==> src/rtl/rock_tuner.sv <==
// rock_tuner: hill-climbing tuner for rocking amplitude/frequency driven by stress-delta flags.
// Revision: 1.0
`default_nettype none

module rock_tuner #(
   parameter int SETTLE_CYCLES = 1000,
   parameter int CW            = 16,
   parameter int STABLE_LIMIT  = 3
) (
   input  logic       clk,
   input  logic       reset,
   input  logic       enable,
   input  logic [2:0] status,
   input  logic       gedaald,
   input  logic       gelijk,
   output logic [1:0] amplitude,
   output logic [1:0] frequency,
   output logic       param_sel,
   output logic       busy,
   output logic       calm
);

   localparam int SW = (STABLE_LIMIT < 1) ? 1 : $clog2(STABLE_LIMIT + 1);

   typedef enum logic [1:0] {
      IDLE   = 2'd0,
      SETTLE = 2'd1,
      EVAL   = 2'd2,
      CALM   = 2'd3
   } state_t;

   state_t        state;
   logic [CW-1:0] settle_cnt;
   logic [SW-1:0] stable_cnt;
   logic          dir_down;
   logic          last_valid;
   logic          last_param;
   logic          last_down;

   // One saturating step within the active range 1..3.
   function automatic logic [1:0] step_val(input logic [1:0] v, input logic down);
      logic [1:0] r;
      r = v;
      if (down) begin
         if (v > 2'd1) r = v - 2'd1;
      end else begin
         if (v < 2'd3) r = v + 2'd1;
      end
      return r;
   endfunction

   logic [1:0]    sel_val, sel_step, oth_val, oth_step, undo_val, undo_step;
   logic          sel_moved, oth_moved, stable_hit;
   logic [SW-1:0] stable_next;

   assign sel_val     = param_sel ? frequency : amplitude;
   assign sel_step    = step_val(sel_val, dir_down);
   assign sel_moved   = (sel_step != sel_val);
   assign oth_val     = param_sel ? amplitude : frequency;
   assign oth_step    = step_val(oth_val, dir_down);
   assign oth_moved   = (oth_step != oth_val);
   assign undo_val    = last_param ? frequency : amplitude;
   assign undo_step   = step_val(undo_val, ~last_down);
   assign stable_next = stable_cnt + 1'b1;
   assign stable_hit  = (stable_next == SW'(STABLE_LIMIT));

   always_ff @(posedge clk or negedge reset) begin
      if (!reset) begin
         state      <= IDLE;
         amplitude  <= 2'd0;
         frequency  <= 2'd0;
         param_sel  <= 1'b0;
         busy       <= 1'b0;
         calm       <= 1'b0;
         settle_cnt <= '0;
         stable_cnt <= '0;
         dir_down   <= 1'b0;
         last_valid <= 1'b0;
         last_param <= 1'b0;
         last_down  <= 1'b0;
      end else if (!enable) begin
         state      <= IDLE;
         amplitude  <= 2'd0;
         frequency  <= 2'd0;
         param_sel  <= 1'b0;
         busy       <= 1'b0;
         calm       <= 1'b0;
         settle_cnt <= '0;
         stable_cnt <= '0;
         dir_down   <= 1'b0;
         last_valid <= 1'b0;
         last_param <= 1'b0;
         last_down  <= 1'b0;
      end else begin
         case (state)
            IDLE: begin
               if (status != 3'd0) begin
                  state      <= SETTLE;
                  busy       <= 1'b1;
                  amplitude  <= 2'd1;
                  frequency  <= 2'd1;
                  param_sel  <= 1'b0;
                  dir_down   <= 1'b0;
                  last_valid <= 1'b0;
               end
            end

            SETTLE: begin
               if (settle_cnt == CW'(SETTLE_CYCLES - 1)) begin
                  settle_cnt <= '0;
                  state      <= EVAL;
                  busy       <= 1'b0;
               end else begin
                  settle_cnt <= settle_cnt + 1'b1;
               end
            end

            EVAL: begin
               if (status == 3'd0) begin
                  state      <= CALM;
                  calm       <= 1'b1;
                  stable_cnt <= '0;
               end else begin
                  state <= SETTLE;
                  busy  <= 1'b1;
                  if (gedaald) begin
                     stable_cnt <= '0;
                     if (sel_moved) begin
                        if (param_sel) frequency <= sel_step;
                        else           amplitude <= sel_step;
                        last_valid <= 1'b1;
                        last_param <= param_sel;
                        last_down  <= dir_down;
                     end else begin
                        // Saturated: give the other parameter a turn.
                        last_valid <= 1'b0;
                        param_sel  <= ~param_sel;
                     end
                  end else if (gelijk) begin
                     if (stable_hit) begin
                        stable_cnt <= '0;
                        param_sel  <= ~param_sel;
                        if (param_sel) amplitude <= oth_step;
                        else           frequency <= oth_step;
                        last_valid <= oth_moved;
                        last_param <= ~param_sel;
                        last_down  <= dir_down;
                     end else begin
                        stable_cnt <= stable_next;
                     end
                  end else begin
                     // Stress rose: take back the last move and head the other way.
                     if (last_valid) begin
                        if (last_param) frequency <= undo_step;
                        else            amplitude <= undo_step;
                     end
                     last_valid <= 1'b0;
                     dir_down   <= ~dir_down;
                     stable_cnt <= '0;
                  end
               end
            end

            CALM: begin
               if (status != 3'd0) begin
                  state      <= SETTLE;
                  calm       <= 1'b0;
                  busy       <= 1'b1;
                  last_valid <= 1'b0;
               end
            end

            default: state <= IDLE;
         endcase
      end
   end

endmodule

`default_nettype wire
==> config.mk <==
export PLATFORM = sky130hd
export DESIGN_NAME = rock_tuner
export DESIGN_NICKNAME = d
export VERILOG_FILES = /design/src/rtl/rock_tuner.sv
export SDC_FILE = /design/constraint.sdc
export NUM_CORES = 1
export LEC_CHECK = 0
export BUFFER_PORTS_ARGS = -buffer_cell sky130_fd_sc_hd__buf_4
export CAP_MARGIN = 20
export CORE_MARGIN = 1
export CORE_UTILIZATION = 41
export CTS_CLUSTER_DIAMETER = 200
export DETAILED_ROUTE_END_ITERATION = 8
export PLACE_DENSITY_LB_ADDON = 0.1
export SKIP_CTS_REPAIR_TIMING = 1
export SLEW_MARGIN = 20
export SYNTH_ARGS = -nofsm -noshare
export SYNTH_HDL_FRONTEND = slang
export SYNTH_SLANG_ARGS = --single-unit
==> constraint.sdc <==
create_clock -name clk -period 4 [get_ports clk]
set_input_delay 0.2 -clock clk [delete_from_list [all_inputs] [get_ports clk]]
set_output_delay 0.2 -clock clk [all_outputs]
set_load 0.01 [all_outputs]
Word level (Yosys, flattened, before mapping)

Index checks and enable logic that the tools add are counted.
Widths: inputs -> output; s select.

Bits in registers: 31
Output and inout port bits: 7
Logic and storage cells: 165

$add $sub $neg: 8
Magnitude comparators: 6
Equality and inequality tests: 36
Multiplexer cells: 88
Bitwise logic cells: 2
Reduce and logical (&&, ||, !) cells: 13

Operators with widths:

| cell                  | number |
|---|---|
| $mux 2                | 42 |
| $mux 16               | 3 |
| $mux 1                | 35 |
| $ne 5x5->1 const B    | 6 |
| $ne 4x4->1 const B    | 6 |
| $ne 3x3->1 const B    | 7 |
| $reduce_and 9->1      | 2 |
| $add 16x1->16 const B | 1 |
| $eq 16x10->1 const B  | 1 |
| $ne 3x1->1 const B    | 4 |
| $reduce_and 5->1      | 2 |
| $ne 3x2->1 const B    | 3 |
| $add 2x1->2 const B   | 4 |
| $pmux 1 s2            | 4 |
| $pmux 2 s2            | 2 |
| $eq 2x2->1 const B    | 3 |
| $gt 2x1->1 const B    | 3 |
| $lt 2x2->1 const B    | 3 |
| $pmux 2 s3            | 1 |
| $reduce_and 3->1      | 2 |
| $reduce_and 6->1      | 1 |
| $sub 2x1->2 const B   | 3 |
| $ne 2x1->1 const B    | 2 |
| $ne 2x2->1            | 2 |
| 10 further kinds      | 11 |

Depth between registers and ports, before layout

Depth in word-level cells: 11
Mapped depth: 9

Least setup slack after synthesis

Ideal clock, no wire load.

Path kind: reg2reg
From: reg param_sel
To: reg amplitude[0]
Data arrival time: 2.130 ns
Setup slack: 1.745 ns
Stages on the path, launching flop included: 8
Buffers on the path: 0
Clock period less this slack: 2.255 ns
Path through: dfrtp_1 mux2i_1 ha_1 nor2b_1 or3_1 nand4_1 o211ai_1 mux2_2

Cells in the longest elaborated chain, start to end: 11
Elaborated cells between the ends (all ways): 30
Those cells by class: add/sub: 4; order compare: 4; eq/ne: 4; mux: 17; reduce/logical: 1

RTL lines:

| item                                      | line   | source |
|---|---|---|
| from (decl)                               | 18     | `output logic param_sel,` |
| from (signal assigned)                    | 137    | `param_sel <= ~param_sel;` |
| from (signal assigned)                    | 142    | `param_sel <= ~param_sel;` |
| $mux 2                                    | 59     | `assign oth_val = param_sel ? amplitude : frequency;` |
| $add 2x1->2, or another cell as far along | 47     | `if (v < 2'd3) r = v + 2'd1;` |
| $mux 2, on equally long branches          | 47, 45 |  |
| $mux 2                                    | 44     | `if (down) begin` |
| $mux 2                                    | 143    | `if (param_sel) amplitude <= oth_step;` |
| $mux 2                                    | 140    | `if (stable_hit) begin` |
| $mux 2                                    | 139    | `end else if (gelijk) begin` |
| $mux 2                                    | 126    | `if (gedaald) begin` |
| $mux 2                                    | 119    | `if (status == 3'd0) begin` |
| $pmux 2 s2                                | 95     | `case (state)` |
| $mux 2                                    | 81     | `end else if (!enable) begin` |
| to (signal assigned)                      | 130    | `else amplitude <= sel_step;` |
| to (signal assigned)                      | 143    |  |
| to (signal assigned)                      | 155    | `else amplitude <= undo_step;` |
| to (decl)                                 | 16     | `output logic [1:0] amplitude,` |

Parallel ways exist; a longest one is shown, timed or not. The select of a mux whose other input is x is not followed.
A chain may end at the register's enable or synchronous reset.

Worst setup path after layout

From: reg param_sel
To: reg frequency[1]

Cells in the longest elaborated chain, start to end: 11
Elaborated cells between the ends (all ways): 30
Those cells by class: add/sub: 4; order compare: 4; eq/ne: 4; mux: 17; reduce/logical: 1

RTL lines:

| item                                      | line   | source |
|---|---|---|
| $mux 2                                    | 59     |  |
| $add 2x1->2, or another cell as far along | 47     |  |
| $mux 2, on equally long branches          | 47, 45 |  |
| $mux 2                                    | 44     |  |
| $mux 2                                    | 143    |  |
| $mux 2                                    | 140    |  |
| $mux 2                                    | 139    |  |
| $mux 2                                    | 126    |  |
| $mux 2                                    | 119    |  |
| $pmux 2 s2                                | 95     |  |
| $mux 2                                    | 81     |  |
| to (signal assigned)                      | 129    | `if (param_sel) frequency <= sel_step;` |
| to (signal assigned)                      | 144    | `else frequency <= oth_step;` |
| to (signal assigned)                      | 154    | `if (last_param) frequency <= undo_step;` |
| to (decl)                                 | 17     | `output logic [1:0] frequency,` |

Parallel ways exist; a longest one is shown, timed or not. The select of a mux whose other input is x is not followed.

==> flow_summary.yaml <==
cts:
  h-tree-depth: 2
  cts_tree: "done"
  clkLatencyLatePin_ps: 290
  cts_root_buffer: "clkbuf_8"
  clockBufferDepth: 2
  clock-sinks: 31
  cts_made_buffers: 5
  path_clk_slew_ps: 70
cells_and_area:
  stdcell_area_um2: 2490
  nets: 299
  area_delta_synth_final_pct: 11.2
  diodes: 0
  drive_gt1_frac: 0.116
  utilization: 0.481
  num-fill-cells: 510
synthesis:
  synth.cell_area_um2: 2240
  synthSimpleGateAreaFrac: 0.238
  synth_top_cell_by_area: "dfrtp_1"
  synth_top_family_by_area: "simple AND/OR/NAND/NOR gates"
  synth_area_leaders: "dfrtp_1 35%, ha_1 7.8%, o21ai_0 5.6%"
  synth_xor_area_frac: 0.00391
  syn_inst: 266
  synth_compound_area_frac: 0.198
  ys_types: 44
  synthMuxAreaShare: 0.0749
  syn_avg_cell_area_um2: 8.42
  synth_fa_ha_area_frac: 0.0782
  ys_ff_latch: 31
  synth_flop_cell: "dfrtp_1"
  yosysSeqAreaShare: 0.346
  synth_top_area_share: 0.346
  synthTopCellsByCount: "31 x dfrtp_1, 25 x o21ai_0, 23 x inv_1, 22 x nand2_1, 14 x ha_1"
  synthMostInstantiatedCell: "dfrtp_1"
  async_reset_ff_frac: 1.00
  yosysWarnings: 0
  synth_edf_count: 0
  syn-num-nets: 288
floorplan:
  core_area_um2: 5170
  die_w_um: 75.9
  start_util: 0.433
  die-area_um2: 5760
  pin_count: 15
  rows: 26
  die_height_um: 75.9
sta:
  tns_ps: 0
  post-route-period-util: 0.677
  layout_min_cycle_time_ps: 2710
  tightest_slew_ps: 766
  relSlewSlack: 0.485
  hold_violations: 0
  fin_skew_ps: 4.68
  setup_violations: 0
  rsz0062_at_grt: "no"
  slew_violations: 0
  clock.fmax_mhz: 369
worst_setup_path:
  path_cells: "mux2i_1 > ha_1 > nor2b_1 > or3_1 > nand4_1 > o211ai_1 > mux2_2"
  critPathKind: "reg -> reg"
  crit_fanout: 13
  start_kind: "register"
  path_buf_inv: 0
  cp_slowest_cell: "dfrtp_1"
  regToRegSetupSlack_ps: 1290
  cp_data_arrival_time_ps: 2880
  end_kind: "register"
  cp_top_family: "multiplexers"
  slowest_delay_ps: 620
  crit_required_ps: 4170
placed_design:
  placed_area_um2: 2390
  dp_hpwl_um: 3630
  port_buffers: 14
  gp_congestion: 0.772
route:
  wirelength_um: 5140
  first_iter_violations: 124
  vias: 1947
  routed_via_density: 5.61
  drt_pass1_iterations: 4
  drc: 0
  post_drt_wl_per_cell_um: 14.8
  ant_nets: 0
global_route:
  grt.total_usage: 0.191
  grt_pass1_vias: 1785
  grt_pass1_wl_um: 8910
  grt_overflow: 0
  grt_max_degree: 32
  antenna_found_initial: 0
power:
  ir_worst_vdd_mv: 0.210
  p_leak_nw: 1.05
  power.density_nw_per_um2: 452
worst_hold_path:
  min-delay-path-class: "in -> reg"
status:
  status: "finished clean"
run:
  max_cap_violations: 0
## report_power, final
group	switching [mW]	internal, mW	leakage [nW]	total [mW]
logic	0.274	0.198	0.581	0.472
registers	0.0430	0.349	0.423	0.392
clock network	0.127	0.135	0.0470	0.262
## area by class of cell
cell class | instances | area, um2 | area share
flip-flops and latches | 31 | 776 | 0.312
clock buffers | 6 | 82.6 | 0.0332
well taps | 70 | 87.6 | 0.0352
repair buffers | 16 | 123 | 0.0492
inverters | 23 | 86.3 | 0.0347
clock inverters | 1 | 5.00 | 0.00201
multi-input cells | 200 | 1330 | 0.534
## cells in the final DEF, fill, tap and decap left out, types with 2 or more instances in the layout
cell / instances
o31a_1: 2
nor2_1: 10
a31oi_1: 5
and3_1: 3
inv_1: 23
clkbuf_8: 6
a22o_1: 3
a21oi_1: 13
mux2i_1: 10
and2_1: 2
mux2_2: 5
or4_1: 2
or3_1: 12
a21o_1: 3
o21a_1: 4
nand2b_1: 3
o211ai_1: 3
a211oi_1: 4
nor3_1: 7
o21ai_0: 25
nand4_1: 4
nand2_1: 22
o21ai_1: 2
buf_4: 15
nand3_1: 13
ha_1: 14
nand3b_1: 2
nor2b_1: 9
a311o_1: 2
dfrtp_1: 31
nor4_1: 3
## logic make-up after synthesis
| group | after synthesis |
|---|---|
| simple gates | 98 |
| compound gates | 71 |
| buf+inv | 35 |
| flops | 31 |
| mux | 16 |
| fa+ha+maj | 14 |
| xor+xnor | 1 |
## worst reg2reg max path: stages, from the launching register on
cell and delay, ps:
dfrtp_1 620, mux2i_1 440, ha_1 310, nor2b_1 160
or3_1 130, nand4_1 220, o211ai_1 340, mux2_2 370
## path summary, 6_finish.rpt
check	startpoint	end	cells past startpoint
max in group asynchronous	reset	param_sel	2
worst max register to register	param_sel	frequency[1]	7
worst min-delay path	enable	stable_cnt[0]	2
worst max-delay path	param_sel	frequency[1]	7
min in group asynchronous	reset	settle_cnt[12]	2
worst min register to register	busy	busy	1
## layer usage
metal	routed length, um	vias to the layer above	track usage
met2	2140	35	0.273
li1	-	976	-
met5	0	-	0
met1	2760	931	0.286
met4	49	0	0.0500
met3	193	5	0.0458
## flip-flops by register name (all words and copies together), names as in the netlist
register and count:
amplitude 2, busy 1, calm 1, dir_down 1
frequency 2, last_down 1, last_param 1, last_valid 1
param_sel 1, settle_cnt 16, stable_cnt 2, state 2
## metrics by stage
step | power, mW | setup WS (ps) | hold WS [ps] | cells
after floorplan | 0.736 | 1740 | -95.6 | 266
after global placement | 0.865 | 1380 | 170 | 339
after detailed placement | 0.869 | 1300 | 173 | 339
after CTS | 1.13 | 1290 | -135 | 346
after global routing | 1.22 | 1010 | 252 | 347
final | 1.13 | 1290 | 254 | 347
(Power assumes the default switching activity.)
